[config.mk]
export PLATFORM = sky130hd
export DESIGN_NAME = alu_arith_pipe
export DESIGN_NICKNAME = d
export VERILOG_FILES = /design/src/rtl/alu_pkg.sv /design/src/rtl/alu_arith_core.sv /design/src/rtl/alu_arith_pipe.sv
export SDC_FILE = /design/constraint.sdc
export NUM_CORES = 1
export LEC_CHECK = 0
export CAP_MARGIN = 0
export CORE_MARGIN = 2
export CORE_UTILIZATION = 50
export DETAILED_ROUTE_END_ITERATION = 12
export PLACE_DENSITY_LB_ADDON = 0.08
export REMOVE_ABC_BUFFERS = 1
export SYNTH_ARGS = -nofsm -noshare
export SYNTH_HDL_FRONTEND = slang
export SYNTH_SLANG_ARGS = --single-unit
[constraint.sdc]
create_clock -name clock -period 5.4 [get_ports clock]
set_input_delay 1.08 -clock clock [delete_from_list [all_inputs] [get_ports clock]]
set_output_delay 1.08 -clock clock [all_outputs]
set_load 0.02 [all_outputs]
[src/rtl/alu_pkg.sv]
// Shared ALU definitions: opcodes, dispatch unit selects and status-flag bit positions.
package alu_pkg;

   typedef enum logic [2:0] {
      OP_ADD  = 3'b000,
      OP_HADD = 3'b001,
      OP_SUB  = 3'b010,
      OP_NOT  = 3'b011,
      OP_AND  = 3'b100,
      OP_OR   = 3'b101,
      OP_XOR  = 3'b110,
      OP_LHG  = 3'b111
   } alu_op_e;

   localparam logic [2:0] SEL_NONE    = 3'd0;
   localparam logic [2:0] ARITH_LOGIC = 3'd1;
   localparam logic [2:0] SEL_SHIFT   = 3'd2;
   localparam logic [2:0] SEL_MULT    = 3'd3;

   localparam int FLAG_Z = 0;
   localparam int FLAG_N = 1;
   localparam int FLAG_C = 2;
   localparam int FLAG_V = 3;

endpackage

[src/rtl/alu_arith_core.sv]
// Combinational arithmetic/logic kernel producing a result and {V,C,N,Z} status flags.
module alu_arith_core
   import alu_pkg::*;
#(
   parameter int WIDTH = 32
) (
   input  alu_op_e          op,
   input  logic [WIDTH-1:0] a,
   input  logic [WIDTH-1:0] b,
   output logic [WIDTH-1:0] result,
   output logic [3:0]       flags
);

   localparam int H = WIDTH / 2;

   logic [WIDTH:0] sum_w;
   logic [WIDTH:0] dif_w;
   logic [H:0]     hsum;
   logic           carry;
   logic           ovf;

   always_comb begin
      sum_w  = {1'b0, a} + {1'b0, b};
      dif_w  = {1'b0, a} - {1'b0, b};
      hsum   = {1'b0, a[H-1:0]} + {1'b0, b[H-1:0]};
      result = '0;
      carry  = 1'b0;
      ovf    = 1'b0;
      case (op)
         OP_ADD: begin
            result = sum_w[WIDTH-1:0];
            carry  = sum_w[WIDTH];
            ovf    = (a[WIDTH-1] == b[WIDTH-1]) && (sum_w[WIDTH-1] != a[WIDTH-1]);
         end
         OP_HADD: begin
            result = {{H{hsum[H-1]}}, hsum[H-1:0]};
            carry  = hsum[H];
            ovf    = (a[H-1] == b[H-1]) && (hsum[H-1] != a[H-1]);
         end
         OP_SUB: begin
            // The extra top bit of the widened difference is the unsigned borrow.
            result = dif_w[WIDTH-1:0];
            carry  = dif_w[WIDTH];
            ovf    = (a[WIDTH-1] != b[WIDTH-1]) && (dif_w[WIDTH-1] != a[WIDTH-1]);
         end
         OP_NOT:  result = ~b;
         OP_AND:  result = a & b;
         OP_OR:   result = a | b;
         OP_XOR:  result = a ^ b;
         OP_LHG:  result = {b[H-1:0], {H{1'b0}}};
         default: result = '0;
      endcase
      flags         = '0;
      flags[FLAG_Z] = (result == '0);
      flags[FLAG_N] = result[WIDTH-1];
      flags[FLAG_C] = carry;
      flags[FLAG_V] = ovf;
   end

endmodule

[src/rtl/alu_arith_pipe.sv]
// Two-stage arithmetic/logic unit: S1 holds operands, S2 holds result and flags,
// with full back-pressure and a synchronous flush. WIDTH must be even and >= 8.
module alu_arith_pipe
   import alu_pkg::*;
#(
   parameter int WIDTH = 32
) (
   input  logic             clock,
   input  logic             reset_n,
   input  logic             flush,
   input  logic             in_valid,
   output logic             in_ready,
   input  logic [2:0]       in_op_select,
   input  logic [2:0]       in_operation,
   input  logic [WIDTH-1:0] in_a,
   input  logic [WIDTH-1:0] in_b,
   output logic             out_valid,
   input  logic             out_ready,
   output logic [WIDTH-1:0] out_result,
   output logic [3:0]       out_flags
);

   logic             s1_valid_q, s1_valid_d;
   alu_op_e          s1_op_q, s1_op_d;
   logic [WIDTH-1:0] s1_a_q, s1_a_d;
   logic [WIDTH-1:0] s1_b_q, s1_b_d;
   logic             s2_valid_q, s2_valid_d;
   logic [WIDTH-1:0] s2_result_q, s2_result_d;
   logic [3:0]       s2_flags_q, s2_flags_d;

   logic             accept;
   logic             s1_advance;
   logic             out_pop;
   logic [WIDTH-1:0] core_result;
   logic [3:0]       core_flags;

   alu_arith_core #(.WIDTH(WIDTH)) u_core (
      .op     (s1_op_q),
      .a      (s1_a_q),
      .b      (s1_b_q),
      .result (core_result),
      .flags  (core_flags)
   );

   // Handshake: a beat transfers on a rising edge where valid & ready are both high;
   // valid never depends on ready, and in_ready looks through S2 to out_ready so a
   // full pipe can take a new beat in the same cycle the consumer pops.
   always_comb begin
      s1_advance = s1_valid_q & (~s2_valid_q | out_ready);
      in_ready   = ~s1_valid_q | s1_advance;
      accept     = in_valid & in_ready & (in_op_select == ARITH_LOGIC) & ~flush;
      out_pop    = s2_valid_q & out_ready;

      s1_valid_d  = s1_valid_q;
      s1_op_d     = s1_op_q;
      s1_a_d      = s1_a_q;
      s1_b_d      = s1_b_q;
      s2_valid_d  = s2_valid_q;
      s2_result_d = s2_result_q;
      s2_flags_d  = s2_flags_q;

      if (accept) begin
         s1_op_d = alu_op_e'(in_operation);
         s1_a_d  = in_a;
         s1_b_d  = in_b;
      end
      if (s1_advance) begin
         s2_result_d = core_result;
         s2_flags_d  = core_flags;
      end

      if (flush) begin
         s1_valid_d = 1'b0;
         s2_valid_d = 1'b0;
      end else begin
         if (accept)          s1_valid_d = 1'b1;
         else if (s1_advance) s1_valid_d = 1'b0;
         if (s1_advance)      s2_valid_d = 1'b1;
         else if (out_pop)    s2_valid_d = 1'b0;
      end
   end

   always_ff @(posedge clock or negedge reset_n) begin
      if (!reset_n) begin
         s1_valid_q  <= 1'b0;
         s1_op_q     <= OP_ADD;
         s1_a_q      <= '0;
         s1_b_q      <= '0;
         s2_valid_q  <= 1'b0;
         s2_result_q <= '0;
         s2_flags_q  <= '0;
      end else begin
         s1_valid_q  <= s1_valid_d;
         s1_op_q     <= s1_op_d;
         s1_a_q      <= s1_a_d;
         s1_b_q      <= s1_b_d;
         s2_valid_q  <= s2_valid_d;
         s2_result_q <= s2_result_d;
         s2_flags_q  <= s2_flags_d;
      end
   end

   assign out_valid  = s2_valid_q;
   assign out_result = s2_result_q;
   assign out_flags  = s2_flags_q;

endmodule
Yosys cells after proc, flatten, opt, wreduce, memory -nomap -nowiden --
Cells that the tools add are included.
Word-level totals: logic and storage cells 54, input port bits 75, output and inout port bits 38, bits in registers 105
Operators by class: $add $sub $neg 3, reduce and logical (&&, ||, !) cells 7, equality and inequality tests 14, bitwise operators 14, muxes and demuxes 9
Operator list (number):
- 32-bit one-hot mux with 8 select lines | 1
- 32-bit by 32-bit adder with 33-bit output | 1
- 32-bit by 32-bit subtractor with 33-bit output | 1
- 32-bit AND | 1
- 32-bit logical NOT | 1
- 32-bit inverter | 1
- 32-bit bitwise OR | 1
- 32-bit bitwise XOR | 1
- 16-bit by 16-bit adder with 17-bit output | 1
- 3-bit == test (second input constant) | 4
- 3-bit by 1-bit == test with 1-bit output (second input constant) | 2
- 3-bit by 2-bit == test with 1-bit output (second input constant) | 2
- 1-bit 2-to-1 mux | 6
- 1-bit one-hot mux with 3 select lines | 2
- 3-bit nonzero test | 2
- 1-bit AND | 5
- 1-bit != test | 4
- 1-bit logical AND | 3
- 3-bit logical NOT | 1
- 1-bit inverter | 3
- 1-bit == test | 2
- 1-bit bitwise OR | 2

Depth between registers and ports, before layout --
depth after elaboration 9, gate-level depth with buffers 16, gate-level depth less buffers 15

By module --
From an unflattened synthesis, not the netlist that was laid out.
Second synthesis, totals: cell total of the unflattened synthesis 1162, area, all modules 10055.9 um^2
By module, submodules not included:
- alu_arith_core | instances 1, sequential area each 0.0 um^2, cells an instance 935, area each 6139.6 um^2
- alu_arith_pipe | instances 1, sequential area each 2627.5 um^2, cells an instance 227, area each 3916.3 um^2

Least setup slack after synthesis --
OpenSTA, ideal clock, no wires.
path kind register to register, start register s1_b_q[0], end register s2_flags_q[0] (netlist: out_flags[0]), cell stages (with the launch flop) 14, period minus slack after synthesis 3.341 ns, data required time 5.308 ns, setup slack 2.059 ns, arrival 3.249 ns, buffers on the path 0, setup time 0.092 ns, path through dfrtp_1 > ha_1 > fa_1 > a21o_1 > a221oi_4 > o311a_2 > a211oi_1 > or3_1 > a221oi_1 > mux2i_1 > a211oi_1 > a311oi_1 > nand4b_1 > o31ai_2
On the way: word-level cells in the longest chain between the ends 3, elaborated cells on any way between the ends 9, classes of those cells 3 x add/sub; 1 x mux; 4 x bitwise; 1 x reduce/logical
RTL lines:
- from (decl) | RTL line alu_arith_pipe.sv:26 | logic [WIDTH-1:0] s1_b_q, s1_b_d;
- from (signal assigned) | RTL line alu_arith_pipe.sv:88 | s1_b_q <= '0;
- from (signal assigned) | RTL line alu_arith_pipe.sv:96 | s1_b_q <= s1_b_d;
- 32-bit by 32-bit subtractor with 33-bit output (tied with other cells) | RTL line alu_arith_core.sv:24 | dif_w = {1'b0, a} - {1'b0, b};
- 32-bit one-hot mux with 8 select lines (*) | RTL line alu_arith_core.sv:29 | case (op)
- 32-bit logical NOT (*) | RTL line alu_arith_core.sv:54 | flags[FLAG_Z] = (result == '0);
- to (signal assigned) | RTL line alu_arith_pipe.sv:99 | s2_flags_q <= s2_flags_d;
- to (decl) | RTL line alu_arith_pipe.sv:29 | logic [3:0] s2_flags_q, s2_flags_d;
Every way passes the cells marked *; elsewhere a longest branch is shown, timed or not. A chain may end at the register's enable or synchronous reset.

Worst setup path in the final report --
start register s1_b_q[5], end register s2_flags_q[0] (netlist: out_flags[0])
Same word-level chain as after synthesis.

==> flow_summary.ini <==
[run_status]
outcome = finished, final reports clean

[worst_setup_path]
crit_required_ps = 5670
startpoint_type = register
rr_startpoint = s1_b_q[5]
r2r_cells = 13
worstSetupPathType = reg2reg
cp.arrival_ps = 4550
crit_path_end_kind = register
worst-path-max-fanout = 12
regToRegSetupSlack_ps = 1120
startpoint = s1_b_q[5]
cp-endpoint = out_flags[0]
r2r_end = out_flags[0]

[die]
rows = 51
die_area_sq_mm = 0.0211
core_sq_mm = 0.0195
die_h_microns = 145
initial_core_util_pct = 51.2
die_x_microns = 145
ios = 113

[yosys]
synth_top_family_by_area = compound AO/OA/AOI/OAI gates
synth_seq_area_share_pct = 26.0
synth_area_leaders = dfrtp_1 26%, ha_1 12%, nand2_1 7.0%, o21ai_0 6.6%, inv_1 3.8%
synth_common_cells = 187 x nand2_1, 132 x o21ai_0, 104 x dfrtp_1
synth_edf_count = 0
synth-xor-area-share_pct = 0.963
synthMuxAreaShare_pct = 4.55
avgSynthCellArea_sq_um = 7.96
netlist_area_sq_mm = 0.0100
async_reset_ff_share_pct = 100
ys_types = 100
ys_warn_count = 0
synth_most_common_cell = nand2_1
synthAdderAreaFrac_pct = 12.4
ys.flop_type = dfrtp_1
synth_top_area_share_pct = 26.0
ys_ff_latch = 104
synth_compound_area_share_pct = 28.8
synth_top_cell_by_area = dfrtp_1
synth-simple-area-share_pct = 18.2
syn_inst = 1257

[power]
powerDensity_mw_per_mm2 = 515
finalPower_uw = 5860
power_leakage_uw = 0.00490
ir_drop_v = 0.000348

[place]
port-buffer-count = 112
place_hpwl_microns = 25500
dpl_cell_area_sq_mm = 0.0111
dpl.cell_count = 1561
routabilityCongestion = 1.01

[detailed_routing]
drtIter0Drc = 1052
routedWlPerCell_microns = 21.7
vias = 9770
ant_nets = 0
first_pass_iters = 5
wirelength_microns = 34200
via_per_inst = 6.20
route.detailed.drc = 0

[sta]
fmax_ghz = 0.234
final-setup-viol-count = 0
tightest_slew_ps = 884
slew_headroom_pct = 41.1
drv_slew = 0
fin_crit_sh_pct = 79.2
fin_setup_tns_ps = 0
finClkSkew_ps = 8.93
min_period_ps = 4280
hold_viol_final = 0
rsz0062_at_grt = no

[global_route]
grt_pass1_wl_microns = 53800
overflow = 0
grt_pass1_vias = 9169
grt_use_total_pct = 32.2
grt_max_degree = 79
antenna_found_initial = 0

[finish]
syn_to_final_growth_pct = 13.7
fin_nets = 1480
fill_cells = 1874
diodes = 0
fin_area_sq_mm = 0.0114
drive_gt1_share_pct = 6.64
instances_no_fill = 1575

[min_path]
hold_class = reg2reg
whs_path_depth = 2

[clock_network]
cts_buffers = 9
cts.path.max_buffers = 2
cts_root_buf = clkbuf_16
holdBufCountCts = 0
clkSinkCount = 104
cts_tree = yes
clk_latency_ps = 360
postCtsSetupBuffers = 0
cts_resized = 0
htreeDepth = 3
cts.clk_slew.worst_paths_ps = 80

[job]
cap_viol_max_count = 0
==> cell type report <==
| class | count | area, sq um | share of cell area [%] |
|---|---|---|---|
| Multi-Input combinational cell | 960 | 6500 | 57.2 |
| Sequential cell | 104 | 2600 | 22.9 |
| Timing Repair Buffer | 128 | 1250 | 11.0 |
| Inverter | 104 | 390 | 3.43 |
| Tap cell | 265 | 332 | 2.92 |
| Clock buffer | 10 | 239 | 2.10 |
| Clock inverter | 4 | 55.1 | 0.484 |
==> worst min path at each step <==
stage,startpoint,end,slack (ps)
floorplan,s1_valid_q,out_valid,500
global placement,out_result[21],out_result[21],460
detailed placement,out_result[30],out_result[30],460
CTS,out_result[30],out_result[30],480
global route,out_result[29],out_result[29],510
finish,out_result[30],out_result[30],470
==> kinds of logic (layout without fill, tap and decap cells) <==
kind of cell / Yosys count / count (layout)
AO/OA/AOI/OAI: 425 / 425
AND/OR/NAND/NOR: 391 / 391
buffers and inverters: 193 / 246
flip-flops: 104 / 104
adder cells (fa/ha/maj): 98 / 98
multiplexers: 35 / 35
XOR/XNOR: 11 / 11
==> placed cells by master (no fill, tap or decap), types with 7 or more instances in the layout <==
cell type	instances
nand2b_1	8
xnor2_1	8
o21ai_1	7
o21bai_1	12
nor4_1	9
o31ai_1	12
ha_1	96
a21oi_1	76
o22ai_1	18
mux2i_1	16
a31oi_1	9
buf_4	16
a221oi_1	12
o21a_1	8
mux2_2	12
nand4_1	14
nand2_1	187
nand3_1	20
nor3_1	22
nor2b_1	14
inv_1	102
o21ai_0	132
a21o_1	18
nor2_1	69
dfrtp_1	103
clkdlybuf4s50_1	111
and3_1	7
a211oi_1	12
clkbuf_16	9
a221o_1	11
o221ai_1	9
o211ai_1	13
==> power breakdown <==
| group | switching [uW] | leakage [uW] | internal (uW) | total, uW |
|---|---|---|---|---|
| clock network | 323 | 0.000141 | 371 | 694 |
| registers | 200 | 0.00127 | 1020 | 1220 |
| logic | 2470 | 0.00349 | 1470 | 3950 |
| total | 3000 | 0.00490 | 2860 | 5860 |
==> state kept, by name, summed over array words and instances (netlist names) <==
name	flops
out_valid	1
s1_op_q	3
out_result	31
s1_b_q	32
s1_valid_q	1
out_flags	4
s1_a_q	32
==> through the flow <==
step | hold WS (ps) | worst slack (ps) | utilization (%)
finish | 474 | 1120 | 58.2
global placement | 458 | 1230 | 56.7
CTS | 479 | 1210 | 58.2
detailed placement | 462 | 1240 | 56.7
global route | 509 | 936 | 58.2
floorplan | 504 | 1400 | -
==> layer usage <==
metal	vias to the layer above	GRT usage [%]	share of wire [%]
li1	4604	-	-
met5	-	0	0
met3	49	5.39	8.2
met1	4655	47.2	46
met4	0	8.73	2.3
met2	462	49.2	44
==> critical path, cell delays in order, from the launching register on <==
cell,delay [ps]
dfrtp_1,360
inv_1,80
ha_1,640
and3_1,330
a221oi_4,110
o311a_2,450
o21ai_1,400
a21oi_1,180
a221oi_1,300
a21oi_1,70
a2111oi_1,620
and4_1,320
nand4b_1,120
o31ai_2,190
Note: power is estimated with default switching activity, not from simulation.
